[src/rtl/apb_cmd_sequencer.sv]
`default_nettype none
// ============================================================================
// Module   : apb_cmd_sequencer
// Purpose  : Queues APB read/write commands in a small FIFO and sequences them
//            one at a time onto the APB master interface
//            (IDLE -> SETUP -> ACCESS), then returns a one-cycle completion
//            pulse carrying status and read data.
// Options  : define APB_SEQ_TIMEOUT_EN to abort ACCESS after TIMEOUT cycles
//            without PREADY. The abort is reported with rsp_err=1.
// Revision : 1.0 - initial release
// ============================================================================
module apb_cmd_sequencer #(
  parameter int DEPTH   = 4,
  parameter int ADDR_W  = 32,
  parameter int DATA_W  = 32,
  parameter int TIMEOUT = 16
) (
  input  logic                       PCLK,
  input  logic                       PRESET,
  input  logic                       cmd_valid,
  output logic                       cmd_ready,
  input  logic                       cmd_write,
  input  logic [ADDR_W-1:0]          cmd_addr,
  input  logic [DATA_W-1:0]          cmd_data,
  output logic                       PSEL,
  output logic                       transfer,
  output logic                       PWRITE,
  output logic [ADDR_W-1:0]          PADDR,
  output logic [DATA_W-1:0]          PDATA,
  input  logic                       PREADY,
  input  logic [DATA_W-1:0]          PRDATA,
  output logic                       rsp_valid,
  output logic                       rsp_write,
  output logic [DATA_W-1:0]          rsp_data,
  output logic                       rsp_err,
  output logic                       busy,
  output logic [$clog2(DEPTH+1)-1:0] count
);

  localparam int PTR_W = $clog2(DEPTH);
  localparam int CNT_W = $clog2(DEPTH+1);

  typedef enum logic [1:0] {
    IDLE   = 2'd0,
    SETUP  = 2'd1,
    ACCESS = 2'd2
  } state_t;

  state_t             state;
  logic               fifo_write [DEPTH];
  logic [ADDR_W-1:0]  fifo_addr  [DEPTH];
  logic [DATA_W-1:0]  fifo_data  [DEPTH];
  logic [PTR_W-1:0]   wr_ptr;
  logic [PTR_W-1:0]   rd_ptr;
  logic               push;
  logic               pop;

  // No bypass: a command must land in the FIFO before IDLE can pop it.
  assign cmd_ready = (count != CNT_W'(DEPTH));
  assign push      = cmd_valid && cmd_ready;
  assign pop       = (state == IDLE) && (count != '0);
  assign busy      = (state != IDLE) || (count != '0);

  // Command storage; contents need no reset because the pointers gate reads.
  always_ff @(posedge PCLK) begin
    if (push) begin
      fifo_write[wr_ptr] <= cmd_write;
      fifo_addr[wr_ptr]  <= cmd_addr;
      fifo_data[wr_ptr]  <= cmd_data;
    end
  end

  // FIFO pointers and occupancy; DEPTH is a power of two so pointers wrap naturally.
  always_ff @(posedge PCLK) begin
    if (PRESET) begin
      wr_ptr <= '0;
      rd_ptr <= '0;
      count  <= '0;
    end else begin
      if (push) wr_ptr <= wr_ptr + PTR_W'(1);
      if (pop)  rd_ptr <= rd_ptr + PTR_W'(1);
      if (push && !pop)
        count <= count + CNT_W'(1);
      else if (!push && pop)
        count <= count - CNT_W'(1);
    end
  end

`ifdef APB_SEQ_TIMEOUT_EN
  localparam int TO_W = (TIMEOUT > 2) ? $clog2(TIMEOUT) : 1;
  logic [TO_W-1:0] wait_cnt;
  logic            err_q;
  assign rsp_err = err_q;
`else
  assign rsp_err = 1'b0;
`endif

  // Transfer sequencer with registered APB and response outputs.
  always_ff @(posedge PCLK) begin
    if (PRESET) begin
      state     <= IDLE;
      PSEL      <= 1'b0;
      transfer  <= 1'b0;
      PWRITE    <= 1'b0;
      PADDR     <= '0;
      PDATA     <= '0;
      rsp_valid <= 1'b0;
      rsp_write <= 1'b0;
      rsp_data  <= '0;
`ifdef APB_SEQ_TIMEOUT_EN
      wait_cnt  <= '0;
      err_q     <= 1'b0;
`endif
    end else begin
      rsp_valid <= 1'b0;
      case (state)
        IDLE: begin
          if (pop) begin
            PWRITE   <= fifo_write[rd_ptr];
            PADDR    <= fifo_addr[rd_ptr];
            PDATA    <= fifo_data[rd_ptr];
            PSEL     <= 1'b1;
            transfer <= 1'b1;
            state    <= SETUP;
          end else begin
            PSEL     <= 1'b0;
            transfer <= 1'b0;
          end
        end
        SETUP: begin
          state <= ACCESS;
`ifdef APB_SEQ_TIMEOUT_EN
          wait_cnt <= '0;
`endif
        end
        ACCESS: begin
          if (PREADY) begin
            rsp_valid <= 1'b1;
            rsp_write <= PWRITE;
            rsp_data  <= PWRITE ? '0 : PRDATA;
            PSEL      <= 1'b0;
            transfer  <= 1'b0;
            state     <= IDLE;
`ifdef APB_SEQ_TIMEOUT_EN
            err_q     <= 1'b0;
          end else if (wait_cnt == TO_W'(TIMEOUT-1)) begin
            // Expiry without PREADY: abandon the transfer and flag it.
            rsp_valid <= 1'b1;
            rsp_write <= PWRITE;
            rsp_data  <= '0;
            err_q     <= 1'b1;
            PSEL      <= 1'b0;
            transfer  <= 1'b0;
            state     <= IDLE;
          end else begin
            wait_cnt  <= wait_cnt + TO_W'(1);
`endif
          end
        end
        default: begin
          PSEL     <= 1'b0;
          transfer <= 1'b0;
          state    <= IDLE;
        end
      endcase
    end
  end

endmodule
`default_nettype wire
[config.mk]
export PLATFORM = sky130hd
export DESIGN_NAME = apb_cmd_sequencer
export DESIGN_NICKNAME = d
export VERILOG_FILES = /design/src/rtl/apb_cmd_sequencer.sv
export SDC_FILE = /design/constraint.sdc
export NUM_CORES = 1
export LEC_CHECK = 0
export CAP_MARGIN = 0
export CORE_AREA = 8 8 162 164
export CTS_CLUSTER_DIAMETER = 50
export CTS_CLUSTER_SIZE = 10
export DETAILED_ROUTE_END_ITERATION = 6
export DIE_AREA = 0 0 170 172
export HOLD_SLACK_MARGIN = 0.15
export PLACE_DENSITY = 0.85
export SYNTH_ARGS = -nofsm -noshare
export SYNTH_HDL_FRONTEND = slang
export SYNTH_SLANG_ARGS = --single-unit
[constraint.sdc]
create_clock -name PCLK -period 4.4 [get_ports PCLK]
set_input_delay 0.88 -clock PCLK [delete_from_list [all_inputs] [get_ports PCLK]]
set_output_delay 0.88 -clock PCLK [all_outputs]
set_load 0.02 [all_outputs]
==> results of run 1 <==
==> cells by family after synthesis <==
kind of cell	after synthesis	share of synthesized area
other cells	1	0.000284
mux	67	0.112
simple gates	92	0.0402
compound gates	109	0.0604
buf+inv	51	0.0228
fa+ha+maj	6	0.00625
flops	369	0.756
xor+xnor	2	0.00133
==> worst reg2reg max path: cells and delay by family (launching register included) <==
family | cells | cell delay [ns]
flip-flops | 1 | 0.96
multiplexers | 1 | 0.53
buffers and inverters | 1 | 0.47
AO/OA/AOI/OAI | 1 | 0.21
==> final cells by class <==
type	count	area, um^2
clock buffers	68	1220
clock inverters	6	65.1
fillers	1517	7030
inverters	5	18.8
multi-input cells	277	2950
flip-flops and latches	369	10000
well taps	324	405
repair buffers	213	2130
==> metrics by stage <==
step                area (um^2)  cells  worst slack, ns  hold WS, ns
CTS                       16800   1262             1.39        0.451
floorplan                 13200    697             1.42        0.484
global placement          15500   1188             1.44        0.438
finish                    16800   1262             1.45        0.449
detailed placement        15500   1188             1.41        0.443
global route              16800   1262             1.27        0.467
==> worst paths after layout <==
check	end	slack [ns]	from
max	cmd_ready	1.45	count[2]
min	rsp_data[22]	0.45	rsp_data[22]
max reg2reg	PADDR[17]	2.14	rd_ptr[0]
min reg2reg	rsp_data[22]	0.45	rsp_data[22]
==> Yosys cell counts, drive strengths merged <==
| cell | n | area share |
|---|---|---|
| a21o | 1 | 0.00057 |
| a21oi | 39 | 0.015 |
| a22o | 65 | 0.043 |
| and3 | 4 | 0.0019 |
| and3b | 1 | 0.00066 |
| buf | 27 | 0.016 |
| clkbuf | 19 | 0.0054 |
| conb | 1 | 0.00028 |
| dfxtp | 109 | 0.17 |
| edfxtp | 260 | 0.59 |
| fa | 1 | 0.0015 |
| ha | 5 | 0.0047 |
| inv | 5 | 0.0014 |
| mux2 | 1 | 0.00085 |
| mux2i | 1 | 0.00076 |
| mux4 | 65 | 0.11 |
| nand2 | 36 | 0.010 |
| nand2b | 1 | 0.00047 |
| nand3 | 3 | 0.0011 |
| nand3b | 34 | 0.019 |
| nor2 | 6 | 0.0017 |
| nor2b | 1 | 0.00047 |
| nor3 | 1 | 0.00076 |
| nor3b | 1 | 0.00057 |
| nor4 | 1 | 0.00095 |
| o21ai | 3 | 0.0011 |
| o31ai | 1 | 0.00057 |
| or3 | 2 | 0.0013 |
| or3b | 1 | 0.00066 |
| xor2 | 2 | 0.0013 |
==> report_power, final <==
| part | switching (mW) | internal [mW] | total [mW] |
|---|---|---|---|
| Clock | 1.32 | 1.91 | 3.24 |
| Combinational | 1.28 | 1.45 | 2.73 |
| Sequential | 0.469 | 4.26 | 4.73 |
| Total | 3.07 | 7.62 | 10.7 |
==> layer usage <==
layer / global-route usage / up-vias / part of all wire
met5: 0 / - / 0
met4: 0.0732 / 0 / 0.028
li1: - / 3202 / -
met2: 0.335 / 293 / 0.50
met1: 0.234 / 3634 / 0.39
met3: 0.0445 / 54 / 0.078
==> sequential cells by signal, summed over array words and instances (netlist names) <==
| signal | flops |
|---|---|
| fifo_addr | 128 |
| fifo_write | 4 |
| transfer | 1 |
| PDATA | 32 |
| fifo_data | 128 |
| PWRITE | 1 |
| wr_ptr | 2 |
| rsp_data | 32 |
| PADDR | 32 |
| rd_ptr | 2 |
| rsp_write | 1 |
| state | 2 |
| count | 3 |
| rsp_valid | 1 |
==> results by group, run 1 <==
Detailed routing
  – Iter 0 DRT Violations: 618
  – Vias/cell: 5.69
  – Routed len/inst: about 23 um
  – Routed Antenna Nets: 0
  – Post-Route WL: 28500 um
  – Pre-antenna DRT Iters: 5
  – DR DRC count: 0
  – Vias: 7183

Timing
  – Fin crit share: 0.670
  – Final Skew: 0.0176 ns
  – Minimum clock period: 2.95 ns
  – Slew Limit Fails: 0
  – Fmax achieved: between 300 and 400 MHz
  – Tightest Pin Transition: approximately 1.3 ns
  – RSZ-0062 raised after global routing: no
  – Setup TNS: 0 ns
  – Setup Viol. Count Final: 0
  – Final hold violations: 0
  – Slew headroom: 0.142

Worst setup path
  – CP Cell Sequence: nor3b_1, inv_1, clkdlybuf4s50_1
  – Slowest stage delay, CP: 0.58 ns
  – Top delay family on crit path: buffers and inverters
  – WP data required: 3.52 ns
  – CP Depth: 3
  – Slowest CP cell: clkdlybuf4s50_1
  – Crit path buf inv count: 2
  – CP Launch Type: register
  – Worst R2R Path Depth: 3
  – WS Path Type: register to primary output
  – CP Max Fanout: 7
  – CP Capture Type: primary output
  – Worst path arrival time: 2.07 ns

Clock tree
  – CTS resizes: 0
  – Root Buffer: clkbuf_16
  – TritonCTS clock tree: done
  – # hold bufs at CTS: 0
  – Reg clk slew, reported paths: ~0.05 ns
  – Sink Count: 369
  – Skew-Pair Late Insertion Delay: 0.54 ns
  – CTS Buf Count: 44
  – Clock Path Buffers: 3
  – H-tree depth reported by CTS: 2
  – Setup bufs post-CTS: 0

Power and ir drop
  – Overall Power: 10.7 mW
  – PD cells: 637 nW/um^2
  – Leak pwr: 5.54 nW
  – Maximum VDD drop: approximately 0.42 mV

Yosys
  – Count of different cell masters after synthesis: 36
  – Syn_area_per_cell: 19.0 um^2
  – Synth Cell Area: 13200 um^2
  – FF+latch count, synth: about 370
  – Share of the yosys chip area belonging to registers: 0.756
  – Cell count after synthesis: between 600 and 700
  – Net Count, Synth: between 800 and 900
  – Yosys warns: 0

Layout
  – Commonest non-fill, non-tap cell in the layout: edfxtp_1
  – N_diodes: 0
  – Final Core Density: 0.705
  – Layout area overhead: 27.1%
  – Ratio of cells with drive above 1 in the final layout: 0.144
  – Most frequent cells in the layout: edfxtp_1 (260), clkdlybuf4s50_1 (206), dfxtp_1 (107)
  – Nets@finish: 1017

Global route
  – Initial antenna violation count: 0
  – Vias in the first global route: 7564
  – Congestion Overflow GR: 0
  – Largest net degree at the start of global routing: 68
  – GRT Overall Usage: 0.193
  – First-pass GRT wire length: 43200 um

Die
  – Die width: 170 um
  – Core Footprint: 23800 um^2
  – Die area: about 30000 um^2
  – Ports: 208
  – Initial Util: 0.555
  – Die Span Y: 172 um
  – Row cnt: 57

Worst hold path
  – HP Class: register to register
  – Hold Path Stages: 2

Placement
  – HPWL Detailed: 16600 um
  – Number of I/O port buffers: 206
  – GP Congestion: 0.813

Flow run
  – Number of max-cap violations: 0

Status
  – Status: finished clean
No activity file was read; power rests on OpenSTA's default activity.
==> run 2, diff against run 1 <==
CORE_AREA = 8 8 175 177   (was 8 8 162 164)
DIE_AREA = 0 0 183 185   (was 0 0 170 172)
PLACE_DENSITY = 0.77   (was 0.85)
clock period = 2.5 ns   (was 4.4 ns; I/O delays follow)
==> run 2 against run 1 <==
Compared with the run above:
- clock power grew 80%
- final area grew 2.4%
- non-clock buffer count increased by 16
- register-to-register slack got worse by 1.9 ns
- clock-buffer cell count up 9
- first-iteration DRC count fell by 24%
- critical path depth did not move
- global-route usage is 3.0 points lower
- largest cell class unchanged
==> results by group, run 2 (synthesized netlist as in run 1, its figures left out) <==
Worst setup path
  – Crit path buf inv count: 1
  – Worst Setup SP: count[0]
  – Top delay family on crit path: buffers and inverters
  – CP Max Fanout: 6
  – Slowest stage delay, CP: 0.56 ns
  – CP Capture Type: primary output
  – Worst path arrival time: about 1.9 ns
  – CP Launch Type: register
  – CP Cell Sequence: nor3_4, nand2_1, clkdlybuf4s50_1
  – WP data required: 2.00 ns
  – WS Path Type: register to primary output
  – Worst r2r src: count[0]
  – Slowest CP cell: clkdlybuf4s50_1

Power and ir drop
  – Clock power frac: 0.305
  – PD cells: between 1000 and 1500 nW/um^2
  – Internal: 13.7 mW
  – Overall Power: 19.1 mW
  – Leak pwr: 5.69 nW
  – Comb pwr share: 0.276
  – Net load switching power: 5.38 mW
  – Flop pwr share: 0.418
  – Maximum VDD drop: 0.661 mV
  – Sw frac: 0.282

Timing
  – Final Skew: 0.0225 ns
  – Minimum clock period: 2.36 ns
  – Setup TNS: 0 ns
  – Slew headroom: 0.661
  – Fmax achieved: roughly 420 MHz
  – RSZ-0062 raised after global routing: no
  – Setup Viol. Count Final: 0
  – Slew Limit Fails: 0
  – Final hold violations: 0
  – Fin crit share: 0.943
  – Tightest Pin Transition: 0.509 ns

Clock tree
  – Clock Path Buffers: 3
  – Setup bufs post-CTS: 0
  – CTS Buf Count: 45
  – Root Buffer: clkbuf_16
  – Reg clk slew, reported paths: around 0.050 ns
  – TritonCTS clock tree: done
  – Skew-Pair Late Insertion Delay: between 0.5 and 0.6 ns
  – H-tree depth reported by CTS: 2
  – Sink Count: 369

Worst hold path
  – Hold wc startpoint: rsp_data[1]
  – HP Class: register to register

Placement
  – Placed Cells: 1264
  – HPWL Detailed: 17300 um
  – GP Congestion: just over 0.8
  – Number of I/O port buffers: 206
  – Post-Place Cell Area: 15800 um^2

Die
  – Core Footprint: 28100 um^2
  – Die area: 33900 um^2
  – Die width: 183 um
  – Initial Util: 0.470
  – Row cnt: between 60 and 70
  – Ports: ~210
  – Die Span Y: between 150 and 200 um

Layout
  – Final instance area: 17200 um^2
  – Most frequent cells in the layout: edfxtp_1 (260), clkdlybuf4s50_1 (205), dfxtp_1 (107)
  – Cell Count, Final, Fillers Out: around 1300
  – Layout area overhead: 30.2%
  – Ratio of cells with drive above 1 in the final layout: 0.162
  – Commonest non-fill, non-tap cell in the layout: edfxtp_1
  – Largest regs: fifo_addr x128, fifo_data x128
  – Nets@finish: between 1000 and 1500
  – Final Core Density: 0.612
  – N_diodes: 0

Detailed routing
  – Vias/cell: between 5 and 6
  – Vias: 7152
  – DR DRC count: 0
  – Pre-antenna DRT Iters: 5
  – Iter 0 DRT Violations: 471
  – Routed Antenna Nets: 0
  – Post-Route WL: 27900 um
  – Routed len/inst: approximately 21 um

Global route
  – Vias in the first global route: 7692
  – Largest net degree at the start of global routing: 68
  – First-pass GRT wire length: approximately 43000 um
  – Congestion Overflow GR: 0
  – GRT Overall Usage: 0.164
  – Initial antenna violation count: 0

Flow run
  – Number of max-cap violations: 0

Status
  – Status: finished clean
[run 2: cell types whose count changed in the layout (fill, tap and decap cells not counted), sizes merged]
| cell | before | now |
|---|---|---|
| buf | 7 | 23 |
| dlygate4sd2 | 0 | 1 |
| inv | 9 | 7 |
| clkinvlp | 0 | 1 |
| clkdlybuf4s50 | 206 | 205 |
| clkbuf | 68 | 77 |
| clkinv | 2 | 4 |
[run 2: worst min-delay path: stages, from the launching register on]
cell	delay (ns)
dfxtp_1	0.30
nand2_1	0.05
a21oi_1	0.05
[run 2: layout make-up]
class,count,area [um^2]
clock inverters,7,50.0
clock buffers,77,1300
inverters,5,18.8
flip-flops and latches,369,10000
multi-input cells,277,2970
fillers,2055,10900
well taps,384,480
repair buffers,229,2380
[run 2: metal layers]
layer	vias up	GRT usage	wire [um]
met5	-	0	0
met4	0	0.0433	461
met3	46	0.0396	2060
met2	254	0.283	13700
met1	3605	0.205	11600
li1	3247	-	-
[run 2: timing repair]
action,CTS,global route
endpoints found under the setup margin,1,1
resized for setup,2,2
hold buffers,0,0
[run 2: metrics by stage]
stage / setup slack [ns] / hold slack, ns
after global routing: 0.0366 / 0.468
after floorplan: 0.234 / 0.484
after detailed placement: -0.00483 / 0.443
final: 0.142 / 0.449
after global placement: 0.0544 / 0.438
after CTS: 0.0227 / 0.450
[run 2: worst paths after layout]
kind	endpoint	slack [ns]	cells past startpoint
setup / recovery	busy	0.14	3
hold / removal	rsp_data[1]	0.45	2
setup reg to reg	count[2]	0.21	8
hold reg to reg	rsp_data[1]	0.45	2
[run 2: power by group through the flow]
stage          combinational, mW  clock [mW]  sequential (mW)
2_1_floorplan               2.67           0             8.61
3_3_place_gp                5.28           0             8.05
3_5_place_dp                5.34           0             8.08
4_1_cts                     5.36        5.96             7.98
5_1_grt                     5.62        6.20             8.07
6_report                    5.27        5.82             7.97
==> patch: new RTL, config.mk and constraints of run 2 <==
Build with the macro `APB_SEQ_TIMEOUT_EN` defined.
--- a/src/rtl/apb_cmd_sequencer.sv
+++ b/src/rtl/apb_cmd_sequencer.sv
@@ -11,2 +11,4 @@
 // ============================================================================
+`define APB_SEQ_TIMEOUT_EN
+
 module apb_cmd_sequencer #(
Function: no difference found for any inputs over 4 cycles, from zero or initial values and one cycle with PRESET high; that may be too few to reach the edited logic, so the function may still have changed.
==> patch against run 2 <==
  * Clock power grew 1%
  * Sequential share of layout area up 0.22 points
  * Sequential cell count increased by 5
  * Final area is 0.63% higher
  * Area after synthesis rose by 0.60%
  * Routed wire length up 1.7%
  * Power up 0.55%
  * Via count down 0.60%
  * Non-clock buffer count up 3
  * Fmax shrank 0.81%
  * Setup slack worse by 0.019 ns
  * Critical path depth unchanged
  * Largest power group unchanged
  * Highest routed layer is now met5
==> patch: results (changes against run 2) <==
[outcome]
status=completed  ; unchanged

[finish]
fin_nets=1007  ; was 1,034
layoutNonFillerInstCount=1317  ; was 1,348
drive_gt1_share_pct=17.3  ; was 16.2%

[place]
port_buffers=207  ; was 206
dpl_worst_slack_ns=0.0293  ; was -0.00483 ns
place_area_mm2=0.0159  ; was 0.0158 mm^2
gp_congestion=0.756  ; was 0.825
dp_cells=1236  ; was 1,264
hpwl_um=17200  ; was 17,300 um

[route]
wl_met2_um=14100  ; was 13,700 um
wl_um=28400  ; was 27,900 um
met1_length_um=11800  ; was 11,600 um
drtIter0Drc=367  ; was 471
met3_length_um=2020  ; was 2060 um
dr.pass1.iters=5  ; unchanged
top_layer=met5  ; was met4

[min_path]
hold_depth=1  ; was 2
hold_start=rsp_data[25]$_SDFFE_PP0P_  ; was rsp_data[1]$_SDFFE_PP0P_

[synthesis]
synth_area_leaders=edfxtp_1 59%, dfxtp_1 17%, mux4_2 11%, a22o_1 6.4%, buf_2 0.68%  ; was edfxtp_1 59%, dfxtp_1 17%, mux4_2 11%, a22o_1 4.3%, nand3b_1 1.9%
synth_nets=770  ; was 804
netlist_instances=662  ; was 697
synth-xor-area-share_pct=0.132  ; was 0.133%
synth_commonest_cells=260 x edfxtp_1, 114 x dfxtp_1, 97 x a22o_1  ; was 260 x edfxtp_1, 109 x dfxtp_1, 65 x a22o_1, 65 x mux4_2, 38 x a21oi_1
synthMuxAreaShare_pct=11.4  ; was 11.2%
synth.distinct_cells=44  ; was 36
synth_compound_area_share_pct=7.69  ; was 6.04%

[sta]
fin_worst_skew_ns=0.0142  ; was 0.0225 ns

[global_route]
antenna_found_initial=2  ; was 0
grt_usage_pct=16.5  ; was 16.4%
first_global_vias=7527  ; was 7,692
grt_max_degree=43  ; was 68

[power_and_ir_drop]
pwr-share-seq_pct=42.3  ; was 41.8%
leakage_nw=5.80  ; was 5.69 nW
pg_clk_mw=5.89  ; was 5.82 mW
p_sw_share_pct=28.3  ; was 28.2%

[cts]
cts-resized-gates=0  ; was 2

[critical_path]
arrival_ns=1.88  ; was 1.86 ns

[patch: final cells by class]
cell class | count | area [um^2]
clock buffers | 74 | 1300
repair buffers | 232 | 2400
inverters | 6 | 22.5
well taps | 384 | 480
fillers | 2016 | 10800
diodes | 1 | 2.50
clock inverters | 6 | 61.3
flip-flops and latches | 374 | 10100
multi-input cells | 240 | 2940
[patch: layer usage]
| metal | up-vias | track usage (%) |
|---|---|---|
| met5 | - | 0 |
| met4 | 2 | 4.59 |
| met3 | 38 | 4.37 |
| met2 | 242 | 27.8 |
| met1 | 3625 | 20.8 |
| li1 | 3202 | - |
[patch: final timing paths]
| path | end | slack, ns |
|---|---|---|
| worst max register to register | count[2]$_SDFFE_PP0P_ | 0.25 |
| worst min register to register | rsp_data[25]$_SDFFE_PP0P_ | 0.48 |
| worst max-delay path | busy | 0.12 |
| worst min-delay path | rsp_data[25]$_SDFFE_PP0P_ | 0.48 |
